$ cat src/rtl/slice_seq_alu.sv
// slice_seq_alu: slice-serial ALU stage downstream of the operand arranger.
// Takes one arranged operand pair, processes one S-bit slice per clock in
// arranged order, and presents the result in natural slice order together
// with carry/zero/lt flags on a valid/ready output.
//
// Optional build macro: SLICE_SEQ_ALU_OVF_EN adds the out_ovf port
// (signed overflow for ADD/SUB with LSB-first arrangement).
//
// state   | meaning
// --------+---------------------------------------------------------------
// IDLE    | waiting for an operand pair, in_ready=1
// RUN     | processing slice idx on every edge
// DONE    | result and flags held, out_valid=1 until out_ready
module slice_seq_alu #(
    parameter int S   = 4,
    parameter int N_A = 2
) (
    input  logic             clk,
    input  logic             rst,
    input  logic             in_valid,
    output logic             in_ready,
    input  logic [2:0]       in_op,
    input  logic             in_reverse,
    input  logic [N_A*S-1:0] in_a,
    input  logic [N_A*S-1:0] in_b,
    output logic             out_valid,
    input  logic             out_ready,
    output logic [N_A*S-1:0] out_result,
    output logic             out_carry,
    output logic             out_zero,
    output logic             out_lt,
    output logic             busy
`ifdef SLICE_SEQ_ALU_OVF_EN
    ,
    output logic             out_ovf
`endif
);

    localparam int W  = N_A * S;
    localparam int IW = (N_A > 1) ? $clog2(N_A) : 1;
    localparam logic [IW-1:0] LAST_IDX = IW'(N_A - 1);

    localparam logic [1:0] ST_IDLE = 2'd0;
    localparam logic [1:0] ST_RUN  = 2'd1;
    localparam logic [1:0] ST_DONE = 2'd2;

    localparam logic [2:0] OP_ADD = 3'b000;
    localparam logic [2:0] OP_SUB = 3'b001;
    localparam logic [2:0] OP_AND = 3'b010;
    localparam logic [2:0] OP_OR  = 3'b011;
    localparam logic [2:0] OP_XOR = 3'b100;
    localparam logic [2:0] OP_CMP = 3'b101;

    logic [1:0]    state;
    logic [2:0]    op_q;
    logic          rev_q;
    logic [W-1:0]  a_q;
    logic [W-1:0]  b_q;
    logic [W-1:0]  result_q;
    logic [IW-1:0] idx_q;
    logic          carry_q;
    logic          eq_q;
    logic          lt_q;

    logic [S-1:0]  a_s;
    logic [S-1:0]  b_s;
    logic [S-1:0]  b_eff;
    logic [S:0]    sum;
    logic [S-1:0]  slice_r;
    logic [IW-1:0] w_idx;
    logic          is_last;
    logic          is_arith;
    logic          slice_ne;

`ifdef SLICE_SEQ_ALU_OVF_EN
    logic          ovf_q;
    logic          carry_msb_in;
`endif

    // Slice datapath for the slice currently selected by idx.
    always_comb begin
        a_s      = a_q[idx_q*S +: S];
        b_s      = b_q[idx_q*S +: S];
        b_eff    = (op_q == OP_SUB) ? ~b_s : b_s;
        sum      = {1'b0, a_s} + {1'b0, b_eff} + {{S{1'b0}}, carry_q};
        is_arith = (op_q == OP_ADD) || (op_q == OP_SUB);
        is_last  = (idx_q == LAST_IDX);
        slice_ne = (a_s != b_s);
        // With MSB-first arrangement, processing slice idx lands at the mirrored position.
        w_idx    = rev_q ? (LAST_IDX - idx_q) : idx_q;
        case (op_q)
            OP_ADD, OP_SUB: slice_r = sum[S-1:0];
            OP_AND:         slice_r = a_s & b_s;
            OP_OR:          slice_r = a_s | b_s;
            OP_XOR:         slice_r = a_s ^ b_s;
            OP_CMP:         slice_r = '0;
            default:        slice_r = a_s;
        endcase
    end

`ifdef SLICE_SEQ_ALU_OVF_EN
    // Carry into the top bit recovered from the sum bit: s = a ^ b ^ cin.
    always_comb begin
        carry_msb_in = sum[S-1] ^ a_s[S-1] ^ b_eff[S-1];
    end
`endif

    // Control FSM and slice-serial accumulation of result and flags.
    always_ff @(posedge clk) begin
        if (rst) begin
            state    <= ST_IDLE;
            op_q     <= OP_ADD;
            rev_q    <= 1'b0;
            a_q      <= '0;
            b_q      <= '0;
            result_q <= '0;
            idx_q    <= '0;
            carry_q  <= 1'b0;
            eq_q     <= 1'b0;
            lt_q     <= 1'b0;
`ifdef SLICE_SEQ_ALU_OVF_EN
            ovf_q    <= 1'b0;
`endif
        end else begin
            case (state)
                ST_IDLE: begin
                    if (in_valid) begin
                        op_q     <= in_op;
                        rev_q    <= in_reverse;
                        a_q      <= in_a;
                        b_q      <= in_b;
                        result_q <= '0;
                        idx_q    <= '0;
                        carry_q  <= (in_op == OP_SUB);
                        eq_q     <= 1'b1;
                        lt_q     <= 1'b0;
`ifdef SLICE_SEQ_ALU_OVF_EN
                        ovf_q    <= 1'b0;
`endif
                        state    <= ST_RUN;
                    end
                end
                ST_RUN: begin
                    idx_q <= idx_q + 1'b1;
                    result_q[w_idx*S +: S] <= slice_r;
                    if (is_arith) begin
                        carry_q <= sum[S];
                    end
`ifdef SLICE_SEQ_ALU_OVF_EN
                    if (is_arith && !rev_q && is_last) begin
                        ovf_q <= carry_msb_in ^ sum[S];
                    end
`endif
                    if (is_last) begin
                        state <= ST_DONE;
                    end
                    if ((op_q == OP_CMP) && slice_ne) begin
                        eq_q <= 1'b0;
                        lt_q <= (a_s < b_s);
                        // MSB-first: the first differing slice already decides the order.
                        if (rev_q) begin
                            state <= ST_DONE;
                        end
                    end
                end
                ST_DONE: begin
                    if (out_ready) begin
                        state <= ST_IDLE;
                    end
                end
                default: state <= ST_IDLE;
            endcase
        end
    end

    // Handshake and flag outputs; flags only assert while the result is presented.
    always_comb begin
        in_ready   = (state == ST_IDLE);
        busy       = (state != ST_IDLE);
        out_valid  = (state == ST_DONE);
        out_result = result_q;
        out_carry  = out_valid && is_arith && carry_q;
        out_zero   = out_valid && ((op_q == OP_CMP) ? eq_q : (result_q == '0));
        out_lt     = out_valid && (op_q == OP_CMP) && lt_q;
`ifdef SLICE_SEQ_ALU_OVF_EN
        out_ovf    = out_valid && ovf_q;
`endif
    end

endmodule

$ cat config.mk
export PLATFORM = sky130hd
export DESIGN_NAME = slice_seq_alu
export DESIGN_NICKNAME = d
export VERILOG_FILES = /design/src/rtl/slice_seq_alu.sv
export SDC_FILE = /design/constraint.sdc
export NUM_CORES = 1
export LEC_CHECK = 0
export BUFFER_PORTS_ARGS = -buffer_cell sky130_fd_sc_hd__buf_2
export CAP_MARGIN = 20
export CORE_MARGIN = 2
export CORE_UTILIZATION = 40
export DETAILED_ROUTE_END_ITERATION = 16
export PLACE_DENSITY = 0.65
export SLEW_MARGIN = 40
export SYNTH_ARGS = -nofsm -noshare
export SYNTH_HDL_FRONTEND = slang
export SYNTH_SLANG_ARGS = --single-unit
$ cat constraint.sdc
create_clock -name clk -period 3.2 [get_ports clk]
set_clock_uncertainty 0.15 [all_clocks]
set_input_delay 0.96 -clock clk [delete_from_list [all_inputs] [get_ports clk]]
set_output_delay 0.96 -clock clk [all_outputs]
set_load 0.1 [all_outputs]
# [Word-level counts from Yosys, hierarchy flattened]
# Index checks and enable logic that the tools add are counted.
[totals] out_inout_bits=14 wordCells=78 reg_bits=34
[classes] n_addsub=5 shifts=4 magnitude_cmp=1 muxes=23 bitwise_logic=4 n_eq_ne=13 n_reduce_logical=18
[ops] op="$neg A3 Y34" count=1
[ops] op="$shift A4 B34 Y8 const A" count=1
[ops] op="$shiftx A4 B34 Y8" count=1
[ops] op="$pmux W4 S5" count=1
[ops] op="$pmux W8 S2" count=1
[ops] op="$shiftx A8 B4 Y4" count=2
[ops] op="$mux W2" count=5
[ops] op="$bwmux W8" count=1
[ops] op="$logic_not A8 Y1" count=1
[ops] op="$mux W1" count=8
[ops] op="$mux W8" count=1
[ops] op="$pmux W1 S2" count=4
[ops] op="$eq A3 B1 Y1 const B" count=2
[ops] op="$eq A3 B2 Y1 const B" count=2
[ops] op="$eq A3 B3 Y1 const B" count=2
[ops] op="$logic_and A1 B1 Y1" count=6
[ops] op="$ne A2 B2 Y1 const B" count=3
[ops] op="$pmux W2 S3" count=1
[ops] op="$reduce_and A2 Y1" count=3
[ops] op="$reduce_and A3 Y1" count=2
[ops] op="$add A4 B4 Y5" count=1
[ops] op="$add A5 B1 Y5" count=1
[ops] op="$and A4 B4 Y4" count=1
[ops] op="$lt A4 B4 Y1" count=1
[ops] op="15 further kinds" count=16

# [Depth between registers and ports, before layout]
# Gate-level depths: netlist of the first run.
[logic_depth] ltp_word=9 mapped_depth=11 mapped_depth_nobuf=9

# [Least setup slack after synthesis of the first run]
# OpenSTA, ideal clock, no wires.
[synth_path] path_kind="reg-to-output" startpoint="register state[1]" endpoint="output port busy" n_path_buf=0 setup_slack_ns=-0.543 t_arrival_ns=2.633 required_ns=2.090 path_stages_with_launch=3 path_cell_list="dfxtp_1 -> nor2_1 -> inv_1"
[synth_between] elab_chain_cells=1
[synth_rtl] element="start, declared" line_no="54" text="logic [1:0] state;"
[synth_rtl] element="start signal, assigned" line_no="111" text="state <= ST_IDLE;"
[synth_rtl] element="start signal, assigned" line_no="140" text="state <= ST_RUN;"
[synth_rtl] element="start signal, assigned" line_no="155" text="state <= ST_DONE;"
[synth_rtl] element="$reduce_bool A2 Y1" line_no="179" text="busy = (state != ST_IDLE);"
[synth_rtl] element="end, declared" line_no="32" text="output logic busy"
# Every way passes these cells.

# [Worst setup path in the final report of the first run]
[layout_path] startpoint="register op_q[1]" endpoint="output port out_zero"
[layout_between] elab_chain_cells=3
[layout_rtl] element="start, declared" line_no="55" text="logic [2:0] op_q;"
[layout_rtl] element="start signal, assigned" line_no="128" text="op_q <= in_op;"
[layout_rtl] element="$eq A3 B3 Y1" line_no="183" text="out_zero = out_valid && ((op_q == OP_CMP) ? eq_q : (result_q == '0));"
[layout_rtl] element="$mux W1" line_no="183"
[layout_rtl] element="$logic_and A1 B1 Y1" line_no="183"
[layout_rtl] element="end, declared" line_no="30" text="output logic out_zero,"
# Every way passes these cells.

==> results of run 1 <==
## tightest hold or removal path, stage by stage, from the launching register on
cell and delay, ns:
dfxtp_1 0.31, nand2_1 0.05, a21oi_1 0.05
## final timing paths
check | start | endpoint | slack [ns] | depth (start not counted)
worst min-delay path | b_q[3] | b_q[3] | 0.31 | 2
worst min register to register | b_q[3] | b_q[3] | 0.31 | 2
worst max register to register | idx_q | out_result[6] | 0.36 | 8
worst max-delay path | op_q[1] | out_zero | 0.18 | 5
## where the power goes
part           internal, uW  switching [uW]  total [uW]
combinational           110             202         312
sequential              451            23.7         474
clock                   229             160         389
total                   790             386        1180
## logic make-up (layout without fill, tap and decap cells)
kind of cell,after synthesis,after routing,synth area share [%]
AND/OR/NAND/NOR,89,89,20.83
buffers and inverters,30,66,6.293
AO/OA/AOI/OAI,55,55,18.12
flip-flops,34,34,34.24
multiplexers,10,10,5.978
adder cells (fa/ha/maj),17,17,11.45
XOR/XNOR,7,7,3.084
## per-stage QoR
step                instance area (sq um)  total power, uW  hold slack (ns)  worst slack [ns]
floorplan                            1994            721.7           0.2829           0.03431
global placement                     2232            793.0           0.2963            0.4277
detailed placement                   2232            796.8           0.2994            0.3451
CTS                                  2341             1184           0.3091            0.1817
global route                         2342             1241           0.3243           0.06907
finish                               2342             1176           0.3064            0.1803
## sequential cells by signal, indices dropped and copies added, names as in the netlist
signal	count
a_q	8
b_q	8
carry_q	1
eq_q	1
idx_q	1
lt_q	1
op_q	3
out_result	8
rev_q	1
state	2
## synthesized netlist by cell type (all sizes together) (4+ instances only)
cell	instances	area, sq um
mux2i	7	73.82
nor2	10	37.54
inv	17	63.81
ha	15	187.7
buf	5	31.28
clkbuf	8	30.03
nand2	50	187.7
nor3	4	20.02
o2bb2ai	4	35.03
xnor2	6	52.55
nand2b	4	25.02
dfxtp	34	680.7
nor2b	4	25.02
o21ai	5	25.02
a21oi	26	130.1
## layer usage
metal	share of wire [%]	wire, microns	vias up
met5	0	0	-
met4	1.8	80	0
met3	5.1	230	9
met2	45	2040	44
met1	48	2184	806
li1	-	-	903
## layout make-up
type | count | share of cell area (%)
clock inverters | 3 | 1.709
flip-flops and latches | 34 | 29.06
multi-input cells | 178 | 50.80
inverters | 17 | 2.724
clock buffers | 5 | 2.938
repair buffers | 41 | 9.188
well taps | 67 | 3.579
==> results_dict.tcl, run 1 <==
set metrics [dict create \
    grt_pass1_wl_microns 7838 \
    cts_tree "built" \
    crit_path_end_kind "output pin" \
    max-cap-violations 0 \
    final_nets 318 \
    ir_worst_vdd_uv 260.5 \
    grt_pass1_vias 1697 \
    hold_class "reg -> reg" \
    clkSinkCount 34 \
    antenna_found_initial 0 \
    start_kind "register" \
    relSlewSlack_pct 54.96 \
    cts_buffer_depth 2 \
    num_io_pins 38 \
    setup-violations-final 0 \
    synth_area_sq_um 1988 \
    finalNonFillerCells 345 \
    yosys_warnings 0 \
    overflow 0 \
    async_reset_ff_share_pct 0 \
    routed_wl_microns 4536 \
    numPortBuffers 37 \
    vias 1762 \
    critPathTopFamily "buffers and inverters" \
    hold_violations 0 \
    dpl.hpwl_microns 3476 \
    seq_area_sq_um 680.7 \
    insertion_delay_ns 0.29 \
    die_y_microns 74.50 \
    cp.arrival_ns 1.91 \
    synth.avg_cell_area_sq_um 8.216 \
    viasPerCell 5.107 \
    crit_required_ns 2.09 \
    n_antenna_cell 0 \
    postSynthCellCount 242 \
    post_cts_buffers 0 \
    die_area_sq_um 5550 \
    fillerInstances 495 \
    synth_cell_types 48 \
    cts_resized 0 \
    wl_per_cell_microns 13.15 \
    globalplace.congestion 0.8406 \
    ys_seq_area_share_pct 34.24 \
    drtPass1Iterations 4 \
    fin_crit_ns 3.020 \
    initial_core_util_pct 41.82 \
    finalCritPeriodShare_pct 94.36 \
    slowest_delay_ns 0.43 \
    maxSlewViolCount 0 \
    grt_util_all_layers_pct 18.54 \
    cts_root_buf "clkbuf_8" \
    outcome "finished, final reports clean" \
    layout_commonest_cell "nand2_1" \
    crit_slowest_cell "buf_2" \
    busiest_layer "met2" \
    postCtsHoldBufs 0 \
    crit_buf_inv 2 \
    ys_ff_latch 34 \
    synth_edf_count 0 \
    drt_iter0_drc 92 \
    area_delta_synth_final_pct 17.81 \
    placed_cells 337 \
    h-tree-depth 2 \
    worst_pin_slew_ns 0.6739 \
    multi_input_area_sq_um 1190 \
    use_met3_pct 4.472 \
    coreArea_sq_um 4755 \
    synth_fp_nets 283 \
    met2_usage_pct 29.20 \
    layout_common_cells "50 x nand2_1, 37 x buf_2, 34 x dfxtp_1" \
    ys.flop_type "dfxtp_1" \
    numCtsBuffers 5 \
    leakagePower_uw 0.001043 \
    path_clk_slew_ns 0.07 \
    die_w_microns 74.50 \
    layout-drive-gt1-share_pct 21.58 \
    ant_nets 0 \
    grt_use_met1_pct 24.57 \
    drc 0 \
    grt_max_degree 33 \
    worstSetupPathType "reg -> out" \
    num_rows 25 \
    fmax_mhz 331.2 \
    tns_ns 0 \
    crit_fanout 14 \
    power_density_nw_per_um2 502.1 \
    rsz0062_at_grt "false" \
    fin_util_pct 49.26 \
    path_cells "buf_4 -> and3b_1 -> nand3b_1 -> a21oi_2 -> buf_2" \
]
Note: power is estimated with default switching activity, not from simulation.
==> run 2: changes to the inputs <==
--- a/config.mk
+++ b/config.mk
@@ -5,7 +5,7 @@
 export SDC_FILE = /design/constraint.sdc
 export NUM_CORES = 1
 export LEC_CHECK = 0
-export BUFFER_PORTS_ARGS = -buffer_cell sky130_fd_sc_hd__buf_2
+export BUFFER_PORTS_ARGS = -buffer_cell sky130_fd_sc_hd__buf_4
 export CAP_MARGIN = 20
 export CORE_MARGIN = 2
 export CORE_UTILIZATION = 40
==> run 2 against run 1 <==
  * Global-route usage is 0.97 points lower
  * Worst hold slack got worse by 0.0039 ns
  * Fmax rose by 6.6%
  * Highest routed layer unchanged
==> results_dict.tcl, run 2 (same netlist as run 1, synthesis figures left out) <==
set metrics [dict create \
    outcome "finished, final reports clean" \
    max-cap-violations 0 \
    whs_path_depth 2 \
    cts_resized 0 \
    worst_pin_slew_ns 0.6930 \
    die_area_sq_um 5550 \
    power_switching_share_pct 34.19 \
    grt_pass1_vias 1616 \
    ant_nets 0 \
    path_cells "buf_4 -> and3b_1 -> nand3b_1 -> a21oi_2 -> buf_4" \
    dpl.hpwl_microns 3546 \
    worstSetupPathType "reg -> out" \
    routed_wl_microns 4500 \
    num_io_pins 38 \
    netSwitchingPower_uw 374.8 \
    dpl-instance-area_sq_um 2325 \
    ir_worst_vdd_uv 250.6 \
    maxSlewViolCount 0 \
    crit_top_cell "buf_4" \
    coreArea_sq_um 4755 \
    die_y_microns 74.50 \
    internal-power_uw 721.4 \
    fillerInstances 485 \
    fmax_mhz 353.0 \
    viasPerCell 5.003 \
    cp.arrival_ns 1.72 \
    globalplace.congestion 0.8616 \
    timing.hold.ws_ns 0.3026 \
    hold_violations 0 \
    layout-drive-gt1-share_pct 21.22 \
    initial_core_util_pct 41.82 \
    numCtsBuffers 5 \
    overflow 0 \
    post_cts_buffers 0 \
    clkSinkCount 34 \
    path_clk_slew_ns 0.07 \
    power_frac_clock_pct 26.9 \
    layout_commonest_cell "nand2_1" \
    postCtsHoldBufs 0 \
    grt_util_all_layers_pct 17.57 \
    insertion_delay_ns 0.28 \
    layout_common_cells "50 x nand2_1, 41 x buf_4, 34 x dfxtp_1" \
    wl_per_cell_microns 13.04 \
    ff2ff_path_depth 7 \
    r2r_setup_slack_ns 0.39 \
    n_antenna_cell 0 \
    rsz0062_at_grt "false" \
    crit_path_end_kind "output pin" \
    cts_buffer_depth 2 \
    vias 1726 \
    hold_class "reg -> reg" \
    combPwrFrac_pct 30.0 \
    numPortBuffers 37 \
    h-tree-depth 2 \
    fin_crit_ns 2.833 \
    cts_tree "built" \
    grt_pass1_wl_microns 7438 \
    leakagePower_uw 0.001056 \
    start_kind "register" \
    drc 0 \
    num_rows 25 \
    area_delta_synth_final_pct 21.46 \
    finalCritPeriodShare_pct 88.52 \
    antenna_found_initial 0 \
    drt_iter0_drc 44 \
    power_density_nw_per_um2 454.0 \
    tns_ns 0 \
    crit_fanout 16 \
    power_frac_seq_pct 43.1 \
    drtPass1Iterations 4 \
    slowest_delay_ns 0.34 \
    setup-violations-final 0 \
    cts_root_buf "clkbuf_8" \
    grt_max_degree 33 \
    relSlewSlack_pct 53.69 \
    design_area_sq_um 2415 \
    die_w_microns 74.50 \
    crit_slowest_cell "dfxtp_1" \
    crit_required_ns 2.09 \
    final_nets 319 \
]
==> run 2: cell count changes in the layout (fill, tap and decap cells not counted) <==
cell       change
bufinv_16      -1
buf_2         -37
buf_4         +37
and2_1         +1
and2_2         -1
buf_6          +1
==> run 2: final timing paths <==
check	start	end
setup / recovery	op_q[1]	out_zero
hold / removal	a_q[7]	a_q[7]
setup reg to reg	op_q[0]	out_result[2]
hold reg to reg	a_q[7]	a_q[7]
==> run 2: metal layers <==
metal	vias up	wire length (microns)	track usage, %
met2	46	2132	28.02
met5	-	0	0
met1	771	2109	23.45
met4	0	59	6.349
met3	6	198	3.794
li1	903	-	-
==> run 2: layout make-up <==
| type | instances | area, sq um | area share [%] |
|---|---|---|---|
| Timing Repair Buffer | 42 | 319.1 | 13.21 |
| Tap cell | 67 | 83.83 | 3.471 |
| Multi-Input combinational cell | 178 | 1189 | 49.22 |
| Clock buffer | 5 | 68.82 | 2.850 |
| Inverter | 17 | 63.81 | 2.642 |
| Sequential cell | 34 | 680.7 | 28.19 |
| Clock inverter | 2 | 10.01 | 0.4145 |
==> run 2: power groups by stage <==
stage / logic (uW) / clock network (uW) / registers [uW]
floorplan: 211 / 0 / 511
global placement: 325 / 0 / 482
detailed placement: 329 / 0 / 482
CTS: 330 / 301 / 473
global route: 362 / 319 / 476
finish: 329 / 294 / 473
==> run 2: through the flow <==
step / setup WS, ns / cells / util [%] / power (uW)
6_report: 0.3675 / 345 / 50.79 / 1096
5_1_grt: 0.1397 / 345 / 50.79 / 1157
4_1_cts: 0.3508 / 344 / 50.55 / 1104
3_5_place_dp: 0.3930 / 337 / 48.89 / 810.9
3_3_place_gp: 0.5153 / 337 / 48.89 / 806.5
2_1_floorplan: 0.03431 / 242 / - / 721.7
==> run 2: worst max-delay path: cells and delay by family, from the launching register on <==
kind            cells  cell delay [ns]
buf+inv             2             0.50
compound gates      1             0.14
flops               1             0.34
simple gates        2             0.46
